--- config.mk ---
export PLATFORM = sky130hd
export DESIGN_NAME = cont_bcd_ctrl_flat
export DESIGN_NICKNAME = d
export VERILOG_FILES = /design/src/rtl/cont_bcd_if.sv /design/src/rtl/cont_bcd_ctrl.sv /design/src/flat_wrapper.sv
export SDC_FILE = /design/constraint.sdc
export NUM_CORES = 1
export LEC_CHECK = 0
export BUFFER_PORTS_ARGS = -buffer_cell sky130_fd_sc_hd__buf_2
export CAP_MARGIN = 20
export CORE_MARGIN = 5
export CORE_UTILIZATION = 35
export DETAILED_ROUTE_END_ITERATION = 16
export PLACE_DENSITY_LB_ADDON = 0.3
export SLEW_MARGIN = 20
export SYNTH_ARGS = -nofsm -noshare
export SYNTH_HDL_FRONTEND = slang
export SYNTH_SLANG_ARGS = --single-unit
--- constraint.sdc ---
create_clock -name clk -period 4.4 [get_ports clk]
set_clock_uncertainty 0.1 [all_clocks]
set_input_delay 0.22 -clock clk [delete_from_list [all_inputs] [get_ports clk]]
set_output_delay 0.22 -clock clk [all_outputs]
set_load 0.1 [all_outputs]
--- src/rtl/cont_bcd_if.sv ---
// Command/status bundle between front-panel logic and the decade-counter run controller.
interface cont_bcd_if #(
  parameter int unsigned DIGITS = 2
);
  logic                  start;
  logic                  stop;
  logic                  clear;
  logic [4*DIGITS-1:0]   target;
  logic [4*DIGITS-1:0]   count;
  logic                  run;
  logic                  done;
  logic                  wrap;
  logic                  err;

  modport master (
    output start, stop, clear, target,
    input  count, run, done, wrap, err
  );

  modport slave (
    input  start, stop, clear, target,
    output count, run, done, wrap, err
  );
endinterface

--- src/rtl/cont_bcd_ctrl.sv ---
// Run controller for a cascade of BCD decade digits: start/stop/clear sequencing,
// prescaled counting and automatic stop on a programmed target.
module cont_bcd_ctrl #(
  parameter int unsigned DIGITS = 2,
  parameter int unsigned PRESC  = 1
) (
  input  logic       clk,
  input  logic       rst,
  cont_bcd_if.slave  bus
);
  localparam int unsigned CW = 4 * DIGITS;
  localparam int unsigned PW = (PRESC > 1) ? $clog2(PRESC) : 1;
  localparam logic [PW-1:0] PLAST = PW'(PRESC - 1);

  typedef enum logic [1:0] {StIdle, StRun, StPause, StDone} state_e;

  state_e        state_q, state_d;
  logic [CW-1:0] cnt_q, cnt_d, tgt_q, tgt_d, cnt_inc;
  logic [PW-1:0] psc_q, psc_d;
  logic          wrap_q, wrap_d, err_q, err_d;
  logic          tick, tgt_ok, all_nine;

  assign tick = (state_q == StRun) && (psc_q == PLAST);

  // Digit i advances only while every lower digit sits at 9.
  always_comb begin
    logic carry;
    carry   = 1'b1;
    cnt_inc = cnt_q;
    for (int i = 0; i < DIGITS; i++) begin
      if (carry) begin
        cnt_inc[4*i +: 4] = (cnt_q[4*i +: 4] == 4'd9) ? 4'd0 : cnt_q[4*i +: 4] + 4'd1;
      end
      carry = carry & (cnt_q[4*i +: 4] == 4'd9);
    end
    all_nine = carry;
  end

  always_comb begin
    tgt_ok = 1'b1;
    for (int i = 0; i < DIGITS; i++) begin
      if (bus.target[4*i +: 4] > 4'd9) tgt_ok = 1'b0;
    end
  end

  always_comb begin
    state_d = state_q;
    cnt_d   = cnt_q;
    psc_d   = psc_q;
    tgt_d   = tgt_q;
    wrap_d  = 1'b0;
    err_d   = 1'b0;
    if (bus.clear) begin
      state_d = StIdle;
      cnt_d   = '0;
      psc_d   = '0;
    end else begin
      unique case (state_q)
        StIdle, StDone: begin
          if (bus.start && !bus.stop) begin
            if (tgt_ok) begin
              tgt_d   = bus.target;
              cnt_d   = '0;
              psc_d   = '0;
              state_d = StRun;
            end else begin
              err_d = 1'b1;
            end
          end
        end
        StRun: begin
          psc_d = tick ? '0 : psc_q + 1'b1;
          if (tick) begin
            cnt_d  = cnt_inc;
            wrap_d = all_nine;
            if ((tgt_q != '0) && (cnt_inc == tgt_q)) state_d = StDone;
          end
          // A stop on the matching tick wins: pause holding the incremented count.
          if (bus.stop) state_d = StPause;
        end
        StPause: begin
          if (bus.start && !bus.stop) state_d = StRun;
        end
        default: ;
      endcase
    end
  end

  always_ff @(posedge clk or posedge rst) begin
    if (rst) begin
      state_q <= StIdle;
      cnt_q   <= '0;
      psc_q   <= '0;
      tgt_q   <= '0;
      wrap_q  <= 1'b0;
      err_q   <= 1'b0;
    end else begin
      state_q <= state_d;
      cnt_q   <= cnt_d;
      psc_q   <= psc_d;
      tgt_q   <= tgt_d;
      wrap_q  <= wrap_d;
      err_q   <= err_d;
    end
  end

  assign bus.count = cnt_q;
  assign bus.run   = (state_q == StRun);
  assign bus.done  = (state_q == StDone);
  assign bus.wrap  = wrap_q;
  assign bus.err   = err_q;
endmodule

--- src/flat_wrapper.sv ---
// flat-port wrapper written by rule: the top's interface ports become plain ports
module cont_bcd_ctrl_flat 
#(
  parameter int unsigned DIGITS = 2,
  parameter int unsigned PRESC  = 1
)
  (clk, rst, bus_start, bus_stop, bus_clear, bus_target, bus_count, bus_run, bus_done, bus_wrap, bus_err);
  cont_bcd_if #(.DIGITS(DIGITS)) bus_i ();
  input  logic clk;
  input  logic rst;
  input wire logic [$bits(bus_i.start)-1:0] bus_start;
  input wire logic [$bits(bus_i.stop)-1:0] bus_stop;
  input wire logic [$bits(bus_i.clear)-1:0] bus_clear;
  input wire logic [$bits(bus_i.target)-1:0] bus_target;
  output wire logic [$bits(bus_i.count)-1:0] bus_count;
  output wire logic [$bits(bus_i.run)-1:0] bus_run;
  output wire logic [$bits(bus_i.done)-1:0] bus_done;
  output wire logic [$bits(bus_i.wrap)-1:0] bus_wrap;
  output wire logic [$bits(bus_i.err)-1:0] bus_err;
  assign bus_i.start = bus_start;
  assign bus_i.stop = bus_stop;
  assign bus_i.clear = bus_clear;
  assign bus_i.target = bus_target;
  assign bus_count = bus_i.count;
  assign bus_run = bus_i.run;
  assign bus_done = bus_i.done;
  assign bus_wrap = bus_i.wrap;
  assign bus_err = bus_i.err;
  cont_bcd_ctrl #(.DIGITS(DIGITS), .PRESC(PRESC)) u_core (.clk(clk), .rst(rst), .bus(bus_i));
endmodule
# [Word-level counts from Yosys, hierarchy flattened]
# Index checks and enable logic that the tools add are counted.
[totals] elab_cells=68 regBits=21 output_inout_bits=12
[classes] eq_ne=12 reduce_logical=12 magnitude_cmp=2 bitwise_logic=3 n_addsub=3 n_mux=30
[op_table] op="two-way mux 8 bit" n=4
[op_table] op="case mux 8 bit (2 select lines)" n=1
[op_table] op="two-way mux 2 bit" n=7
[op_table] op="two-way mux 1 bit" n=13
[op_table] op="two-way mux 4 bit" n=3
[op_table] op="!= test 3 x 2 -> 1 bit (second input constant)" n=4
[op_table] op="adder 4 x 1 -> 4 bit (second input constant)" n=2
[op_table] op="equality test 4 bit (second input constant)" n=2
[op_table] op="equality test 8 bit" n=1
[op_table] op="greater-than comparator 4 bit (second input constant)" n=2
[op_table] op="!= test 4 x 3 -> 1 bit (second input constant)" n=2
[op_table] op="AND reduction 4 bit" n=2
[op_table] op="nonzero test 8 bit" n=1
[op_table] op="case mux 2 bit (3 select lines)" n=1
[op_table] op="AND reduction 5 bit" n=1
[op_table] op="equality test 2 bit (second input constant)" n=2
[op_table] op="logical AND 1 bit" n=3
[op_table] op="AND reduction 3 bit" n=1
[op_table] op="nonzero test 3 bit" n=1
[op_table] op="equality test 2 x 1 -> 1 bit (second input constant)" n=1
[op_table] op="zero test 2 bit" n=1
[op_table] op="NOT 1 bit" n=2
[op_table] op="case mux 1 bit (2 select lines)" n=1
[op_table] op="OR reduction 2 bit" n=1
[op_table] op="other kinds (3)" n=3

# [Logic depth before layout (Yosys ltp)]
# Gate-level depths: netlist (run 1).
[logic_depth] word_depth=10 depth_mapped=8 ltp_nobuf=8

# [Worst setup path before layout (run 1)]
# No wires, ideal clock.
[synth_timing] kind="reg2reg" startpoint="reg u_core.cnt_q[4], in the netlist u_core.bus.count[4]" endpoint="reg u_core.state_q[1]" path_stages_with_launch=8 setup_slack_ps=1806 arrival_ps=2394 setup_ps=99 path_cell_list="dfrtp_1 > ha_1 > nor2b_1 > o21ai_2 > a211o_1 > a211oi_2 > nand4_1 > a311oi_1"
[synth_between] elab_chain_len=7
[synth_rtl] item="start, declared" line="cont_bcd_ctrl.sv:18" source="logic [CW-1:0] cnt_q, cnt_d, tgt_q, tgt_d, cnt_inc;"
[synth_rtl] item="start signal, assigned" line="cont_bcd_ctrl.sv:99" source="cnt_q <= cnt_d;"
[synth_rtl] item="adder 4 x 1 -> 4 bit or equality test 4 bit (tied branches)" line="cont_bcd_ctrl.sv:32" source="cnt_inc[4*i +: 4] = (cnt_q[4*i +: 4] == 4'd9) ? 4'd0 : cnt_q[4*i +: 4] + 4'd1;"
[synth_rtl] item="two-way mux 4 bit" line="cont_bcd_ctrl.sv:32"
[synth_rtl] item="two-way mux 4 bit *" line="cont_bcd_ctrl.sv:31" source="if (carry) begin"
[synth_rtl] item="equality test 8 bit *" line="cont_bcd_ctrl.sv:76" source="if ((tgt_q != '0) && (cnt_inc == tgt_q)) state_d = StDone;"
[synth_rtl] item="logical AND 1 bit *" line="cont_bcd_ctrl.sv:76"
[synth_rtl] item="!= test 4 x 3 -> 1 bit (no source line) *"
[synth_rtl] item="AND reduction 5 bit (no source line) *"
[synth_rtl] item="end signal, assigned" line="cont_bcd_ctrl.sv:91" source="state_q <= StIdle;"
[synth_rtl] item="end signal, assigned" line="cont_bcd_ctrl.sv:98" source="state_q <= state_d;"
[synth_rtl] item="end, declared" line="cont_bcd_ctrl.sv:17" source="state_e state_q, state_d;"
# Every way passes the cells marked *; elsewhere a longest branch is shown, timed or not.
# A chain may end at the register's enable or synchronous reset.

# [Final worst setup path (run 1)]
[layout_timing] startpoint="reg u_core.cnt_q[0], in the netlist u_core.bus.count[0]" endpoint="reg u_core.state_q[1]"
[layout_between] elab_chain_len=6
[layout_rtl] item="adder 4 x 1 -> 4 bit or equality test 4 bit (tied branches)" line="cont_bcd_ctrl.sv:32, cont_bcd_ctrl.sv:34"
[layout_rtl] item="two-way mux 4 bit, on equally long branches" line="cont_bcd_ctrl.sv:32, cont_bcd_ctrl.sv:31"
[layout_rtl] item="equality test 8 bit *" line="cont_bcd_ctrl.sv:76"
[layout_rtl] item="logical AND 1 bit *" line="cont_bcd_ctrl.sv:76"
[layout_rtl] item="!= test 4 x 3 -> 1 bit (no source line) *"
[layout_rtl] item="AND reduction 5 bit (no source line) *"
# Marked as above.

==> results of run 1 <==
## area by class of cell
class / instances / area [um^2] / area share, %
clock buffers: 4 / 45.0 / 2.90
inverters: 11 / 41.3 / 2.66
multi-input cells: 109 / 762 / 49.0
flip-flops and latches: 21 / 526 / 33.8
well taps: 48 / 60.1 / 3.86
repair buffers: 24 / 120 / 7.73
## worst max-delay path, cell delays in order, from the launching register on
cell	delay (ps)
dfrtp_1	590
and4bb_1	440
o21ai_2	110
a211o_1	310
a211oi_2	170
nand4_1	140
a311oi_1	280
## synthesized netlist by cell type, drive strengths merged (3+ instances only)
| library cell | count |
|---|---|
| nor3 | 5 |
| xnor2 | 3 |
| mux2 | 8 |
| nand2 | 8 |
| a21oi | 8 |
| inv | 11 |
| nand3 | 5 |
| buf | 3 |
| dfrtp | 21 |
| ha | 5 |
| o21ai | 17 |
| nor2 | 11 |
| nor4 | 3 |
## path summary, 6_finish.rpt
| kind | endpoint | slack, ps |
|---|---|---|
| max in group asynchronous | u_core.bus.count[5]$_DFFE_PP0P_ | 3710 |
| min | u_core.bus.err$_DFF_PP0_ | -4 |
| min in group clk | u_core.tgt_q[0]$_DFFE_PP0P_ | 70 |
| max reg2reg | u_core.state_q[1]$_DFFE_PP0P_ | 2170 |
| max | u_core.state_q[1]$_DFFE_PP0P_ | 2170 |
| min reg2reg | u_core.tgt_q[0]$_DFFE_PP0P_ | 460 |
## state kept, by name (all words and copies together), names as in the netlist
register	flops
u_core.bus.wrap	1
u_core.bus.err	1
u_core.state_q	2
u_core.tgt_q	8
u_core.bus.count	8
u_core.psc_q	1
## report_power, final
group / leakage [nW] / total, W / internal, W / switching, W
Combinational: 0.404 / 0.000202 / 0.0000841 / 0.000118
Sequential: 0.277 / 0.000272 / 0.000228 / 0.0000441
Clock: 0.0228 / 0.000127 / 0.0000645 / 0.0000625
Total: 0.704 / 0.000601 / 0.000377 / 0.000224
## per-stage QoR
stage | cells | hold WS, ps | worst slack (ps) | utilization, %
after floorplan | 146 | 96.5 | 1810 | -
after global placement | 213 | 318 | 2270 | 40.6
after detailed placement | 213 | 329 | 2190 | 40.6
after CTS | 217 | 46.2 | 2170 | 41.8
after global routing | 217 | 63.7 | 2020 | 41.8
final | 217 | -4.35 | 2170 | 41.8
## cells in the final DEF (no fill, tap or decap), drive strengths merged, types with 2 or more instances in the layout
master / instances
a211oi: 2
a21oi: 8
a22o: 2
a31oi: 2
and2: 2
and3b: 2
buf: 24
clkbuf: 4
dfrtp: 21
ha: 5
inv: 11
mux2: 8
nand2: 8
nand2b: 2
nand3: 5
nor2: 11
nor2b: 2
nor3: 5
nor4: 3
o21ai: 17
xnor2: 3
xor2: 2
## per-layer routing
metal / wire length (um) / track usage [%] / vias up / share of wire [%]
met3: 129 / 2.49 / 4 / 4.3
met2: 1400 / 19.8 / 29 / 47
li1: - / - / 580 / -
met5: 0 / 0 / - / 0
met1: 1430 / 15.9 / 563 / 48
met4: 37 / 4.71 / 0 / 1.2
## cell families after synthesis
family,share of synthesized area [%]
AOI/OAI and AO/OA,21.0
xor gates and xnor gates,3.21
adders and majority gates,4.58
buffers and inverters,5.77
DFF,38.5
muxes,7.33
and+or+nand+nor,19.7
==> impl_results.md, run 1 <==
* Run status: finished, violations left
* Failing checks: negative hold slack
* Reg clk slew, reported paths at 80 ps
* Post-Layout Inst Area at 1550 um^2
* Tightest Pin Transition at 794 ps
* Worst slew margin at 47.0%
* DRC Markers at 0
* Ys flop type: dfrtp_1
* Crit path max fanout at 13
* Leak Pwr at 0.704 nW
* Setup TNS after final layout at 0 ps
* FP Rows at 22
* Synth Instances at 146
* Area after DPL at 1510 um^2
* Post-synth EDFFs at 0
* Initial antenna violation count at 0
* Total GRT Usage at 12.2%
* Area of the core at 3720 um^2
* Post-CTS sizing at 0
* Area contributors post-synth: dfrtp_1, ha_1, mux2_2
* CTS H-tree lvls at 1
* CTS sink cnt at 21
* Ys Warns at 0
* Worst-case clock buffer depth at 2
* Gr ovfl total at 0
* Vias in the first global route at 1,172
* # fillers at 375
* Crit path DAT at 2300 ps
* Largest net degree at the start of global routing at 22
* Via/cell ratio at 5.42
* Drt first pass iters at 4
* Port Buffer Count at 24
* Ys async rst share at 100%
* Num ports at 25
* WS Path Type: reg2reg
* Tcrit/Tclk final at 50.7%
* Starting DRT DRC Count at 45
* Diode count at 0
* RR Startpoint: u_core.bus.count[0]$_DFFE_PP0P_
* CTS Buf Count at 3
* Max Cap Violations at 0
* Post-Syn Nets at 164
* Routed Antenna Nets at 0
* Final Max Tran Viols at 0
* # setup viols final at 0
* DP HPWL at 2.34 mm
* Yosys top cell area share at 38.5%
* Nets at 188
* PwrDens at 387 nW/um^2
* First-pass GRT wire length at 5.15 mm
* Kind of end point of the critical path: flip-flop
* Reg2Reg Depth at 6
* Hold Buf Count CTS at 0
* Hold WC Path Type: in2async
* Worst IR drop on VDD at 0.000236 V
* Share of cells above drive strength 1 at 22.5%
* Die Span Y at 72.5 um
* Routability Congestion at 0.833
* Netlist Area Pre-Place at 1370 um^2
* Hold Slack at -4.35 ps
* Total Power Consumption at 0.000601 W
* Final WL at 3.00 mm
* Seq/Total Area, Yosys at 38.5%
* Startpoint types: flip-flop
* Post-CTS Setup Bufs at 0
* Die ar. at 5250 um^2
* Final Hold Viols at 11
* Initial Util at 36.8%
* Seq cells post-synth at 21
* Post-route minimum period at 2230 ps
* CTS tree: done
* Fmax at 448 MHz
* Synthesized area per cell at 9.36 um^2
* Count of cell types in the netlist at 47
* Vias at 1,176
* CTS root buffer: clkbuf_8
* Avg WL per Cell at 13.8 um
* CP startpoint: u_core.bus.count[0]$_DFFE_PP0P_
* Clock Latency Late Sink at 260 ps
* Area growth syn-to-layout at 13.7%
* Worst path required time at 4470 ps
* RSZ-0062 raised after global routing: no
* Post-synth top area cell: dfrtp_1
* Die W at 72.5 um
Power figures use the tool's default switching activity.
==> run 2, diff against run 1 <==
--- a/config.mk
+++ b/config.mk
@@ -5,6 +5,7 @@
 export SDC_FILE = /design/constraint.sdc
 export NUM_CORES = 1
 export LEC_CHECK = 0
+export ABC_AREA = 1
 export BUFFER_PORTS_ARGS = -buffer_cell sky130_fd_sc_hd__buf_2
 export CAP_MARGIN = 20
 export CORE_MARGIN = 5
==> constraint.sdc (replaced) <==
create_clock -name clk -period 1.87 [get_ports clk]
set_clock_uncertainty 0.1 [all_clocks]
set_input_delay 0.0935 -clock clk [delete_from_list [all_inputs] [get_ports clk]]
set_output_delay 0.0935 -clock clk [all_outputs]
set_load 0.1 [all_outputs]
==> run 2 against run 1 <==
  * The flow now finishes without violations
  * Non-clock buffer count increased by 15
  * Register-to-register slack lost 2100 ps
  * Critical path depth up 9
  * Via count up 2.3%
  * Combinational power grew to 4.7 times the previous value
  * Critical path type unchanged
  * Maximum frequency increased by 22%
  * Final area increased by 12%
  * Area after synthesis is 5.3% lower
  * Synthesized cell count up 20%
  * Clock power grew 140%
  * Largest cell class unchanged
  * Total power grew to 3.2 times the previous value
  * Core utilization rose by 6.2 points
==> impl_results.md, run 2 <==
* Ys Warns at 0
* Clock share of power at 15.3%
* Ys flop type: dfrtp_1
* Netlist Area Pre-Place at 1290 um^2
* First-pass GRT wire length at 5.00 mm
* CTS root buffer: clkbuf_8
* Final Util at 48.0%
* Most frequent cells in the layout: nand2_1, buf_2, inv_1
* Count of cell types in the netlist at 25
* Final worst slack at 46.6 ps
* Leak Pwr at 0.868 nW
* Initial Util at 35.6%
* Clock Latency Late Sink at 260 ps
* Worst-case clock buffer depth at 2
* Post-Syn Nets at 193
* Post-Layout Inst Area at 1740 um^2
* Gr ovfl total at 0
* RSZ-0062 raised after global routing: yes
* Diode count at 0
* Routed Antenna Nets at 0
* Tcrit/Tclk final at 97.5%
* Max Cap Violations at 0
* Via/cell ratio at 4.56
* Num ports at 25
* Tightest Pin Transition at 487 ps
* WP buf/inv at 1
* FP Rows at 22
* Total Power Consumption at 0.00195 W
* DP HPWL at 2.25 mm
* Starting DRT DRC Count at 46
* CTS tree: done
* Share of cells above drive strength 1 at 31.5%
* Worst path required time at 1920 ps
* Area contributors post-synth: dfrtp_1, nand2_1, inv_1
* Final WL at 2.79 mm
* Area after DPL at 1580 um^2
* Yosys top cell area share at 40.6%
* Die Span Y at 70.8 um
* Worst IR drop on VDD at 0.000645 V
* Synth Instances at 175
* DRC Markers at 0
* Die ar. at 5010 um^2
* Cell family with most CP delay: simple AND/OR/NAND/NOR gates
* Total GRT Usage at 12.1%
* # setup viols final at 0
* CTS Buf Count at 3
* Top cells by count, synth: nand2_1, inv_1, dfrtp_1
* Startpoint types: flip-flop
* Reg clk slew, reported paths at 80 ps
* Seq pwr share at 35.7%
* CP max stage delay at 520 ps
* Area of the core at 3630 um^2
* Avg WL per Cell at 10.6 um
* Most common cell after layout, fill and taps aside: nand2_1
* Seq cells post-synth at 21
* Vias in the first global route at 1,138
* Slowest cell on the critical path: dfrtp_4
* Kind of end point of the critical path: flip-flop
* Seq/Total Area, Yosys at 40.6%
* Worst slew margin at 67.7%
* CTS H-tree lvls at 1
* Vias at 1,203
* Ys async rst share at 100%
* Port Buffer Count at 24
* WS Path Type: reg2reg
* Fmax at 548 MHz
* Nets at 235
* Drt first pass iters at 4
* Area growth syn-to-layout at 34.7%
* # fillers at 391
* Cell chain of the critical path: inv_4 -> ha_4 -> nand3_4 -> nand2_2 -> nand2_2 -> nand2_2 -> nand2_2 -> nand2_2 -> nand3_2 -> nor2_1 -> nand2_1 -> nand2_2 -> nand2_2 -> nand2_1 -> nand2_1
* Cell mode on critical path: nand2_2
* Crit path max fanout at 4
* Post-route minimum period at 1820 ps
* Pre-CTS setup slack at 34.9 ps
* CTS sink cnt at 21
* PwrDens at 1120 nW/um^2
* Crit path DAT at 1880 ps
* Logic gate share of total power at 49.0%
* Run status: finished clean
* Initial antenna violation count at 0
* Post-synth top area cell: dfrtp_1
* Routability Congestion at 0.754
* Internal reg-to-reg setup slack at 50 ps
* Int Pwr at 0.00105 W
* Synthesized area per cell at 7.39 um^2
* Post-synth EDFFs at 0
* Top-count cell post-synth: nand2_1
* Largest net degree at the start of global routing at 22
* Hold WC Path Type: in2reg
* Sw frac at 46.5%
* Final Max Tran Viols at 0
* Die W at 70.8 um
* Sw power at 0.000907 W
* Final Hold Viols at 0
* Hold Slack at 9.77 ps
run 2: cell types whose count changed after synthesis, sizes merged, moves of 3 or more:
cell	change
nand2	+43
mux2	-5
nor3	-3
o21ai	-13
xnor2	-3
inv	+15
nand3	+12
o22ai	+7
nor2	+7
run 2: area by class of cell:
| class | count | area [um^2] | share of cell area, % |
|---|---|---|---|
| Clock buffer | 3 | 41.3 | 2.37 |
| Inverter | 26 | 100 | 5.74 |
| Clock inverter | 1 | 5.00 | 0.287 |
| Multi-Input combinational cell | 126 | 736 | 42.2 |
| Sequential cell | 21 | 546 | 31.3 |
| Timing Repair Buffer | 39 | 255 | 14.6 |
| Tap cell | 48 | 60.1 | 3.45 |
run 2: metrics by stage:
| step | setup TNS (ps) | instances |
|---|---|---|
| 2_1_floorplan | -27.0 | 175 |
| 3_3_place_gp | 0 | 250 |
| 3_5_place_dp | 0 | 250 |
| 4_1_cts | 0 | 263 |
| 5_1_grt | -165 | 264 |
| 6_report | 0 | 264 |
run 2: logic make-up (layout without fill, tap and decap cells):
logic type	Yosys count	after routing	synth area share (%)
mux	3	3	2.61
buf+inv	28	69	8.70
simple gates	96	96	33.1
fa+ha+maj	5	5	4.84
compound gates	21	21	9.48
xor+xnor	1	1	0.677
flops	21	21	40.6
run 2: worst register-to-register path, cell delays in order, from the launching register on:
cell and delay [ps]:
dfrtp_4 520, inv_4 90, ha_4 130, nand3_4 90, nand2_2 80, nand2_2 50, nand2_2 80, nand2_2 50
nand2_2 60, nand3_2 50, nor2_1 90, nand2_1 70, nand2_2 80, nand2_2 50, nand2_1 60, nand2_1 50
run 2: path summary, 6_finish.rpt:
check,endpoint,cells past startpoint,start
min reg2reg,u_core.bus.wrap$_DFF_PP0_,1,u_core.psc_q$_DFFE_PP0P_
max,u_core.state_q[1]$_DFFE_PP0P_,15,u_core.bus.count[5]$_DFFE_PP0P_
min,u_core.tgt_q[5]$_DFFE_PP0P_,3,bus_target[5]
min in group asynchronous,u_core.bus.count[5]$_DFFE_PP0P_,4,rst
max in group asynchronous,u_core.bus.count[6]$_DFFE_PP0P_,4,rst
max reg2reg,u_core.state_q[1]$_DFFE_PP0P_,15,u_core.bus.count[5]$_DFFE_PP0P_
run 2: power groups by stage:
stage | sequential (W) | clock, W | combinational (W)
after floorplan | 0.000793 | 0 | 0.000663
after global placement | 0.000708 | 0 | 0.000918
after detailed placement | 0.000710 | 0 | 0.000927
after CTS | 0.000700 | 0.000308 | 0.000944
after global routing | 0.000726 | 0.000331 | 0.00107
final | 0.000697 | 0.000300 | 0.000956
run 2: metal layers:
metal	vias up	routed length [um]	global-route usage [%]	part of all wire [%]
met5	-	0	0	0
met2	23	1220	18.6	44
li1	655	-	-	-
met3	4	105	1.56	3.8
met4	0	46	5.01	1.6
met1	521	1420	17.2	51
run 2: repair_timing:
action / 4_1_cts / 5_1_grt
hold buffers: 9 / 0
setup buffers: 0 / 1
endpoints found under the setup margin: 0 / 10
hold endpoints to repair: 29 / 0
gates resized for setup: 0 / 8
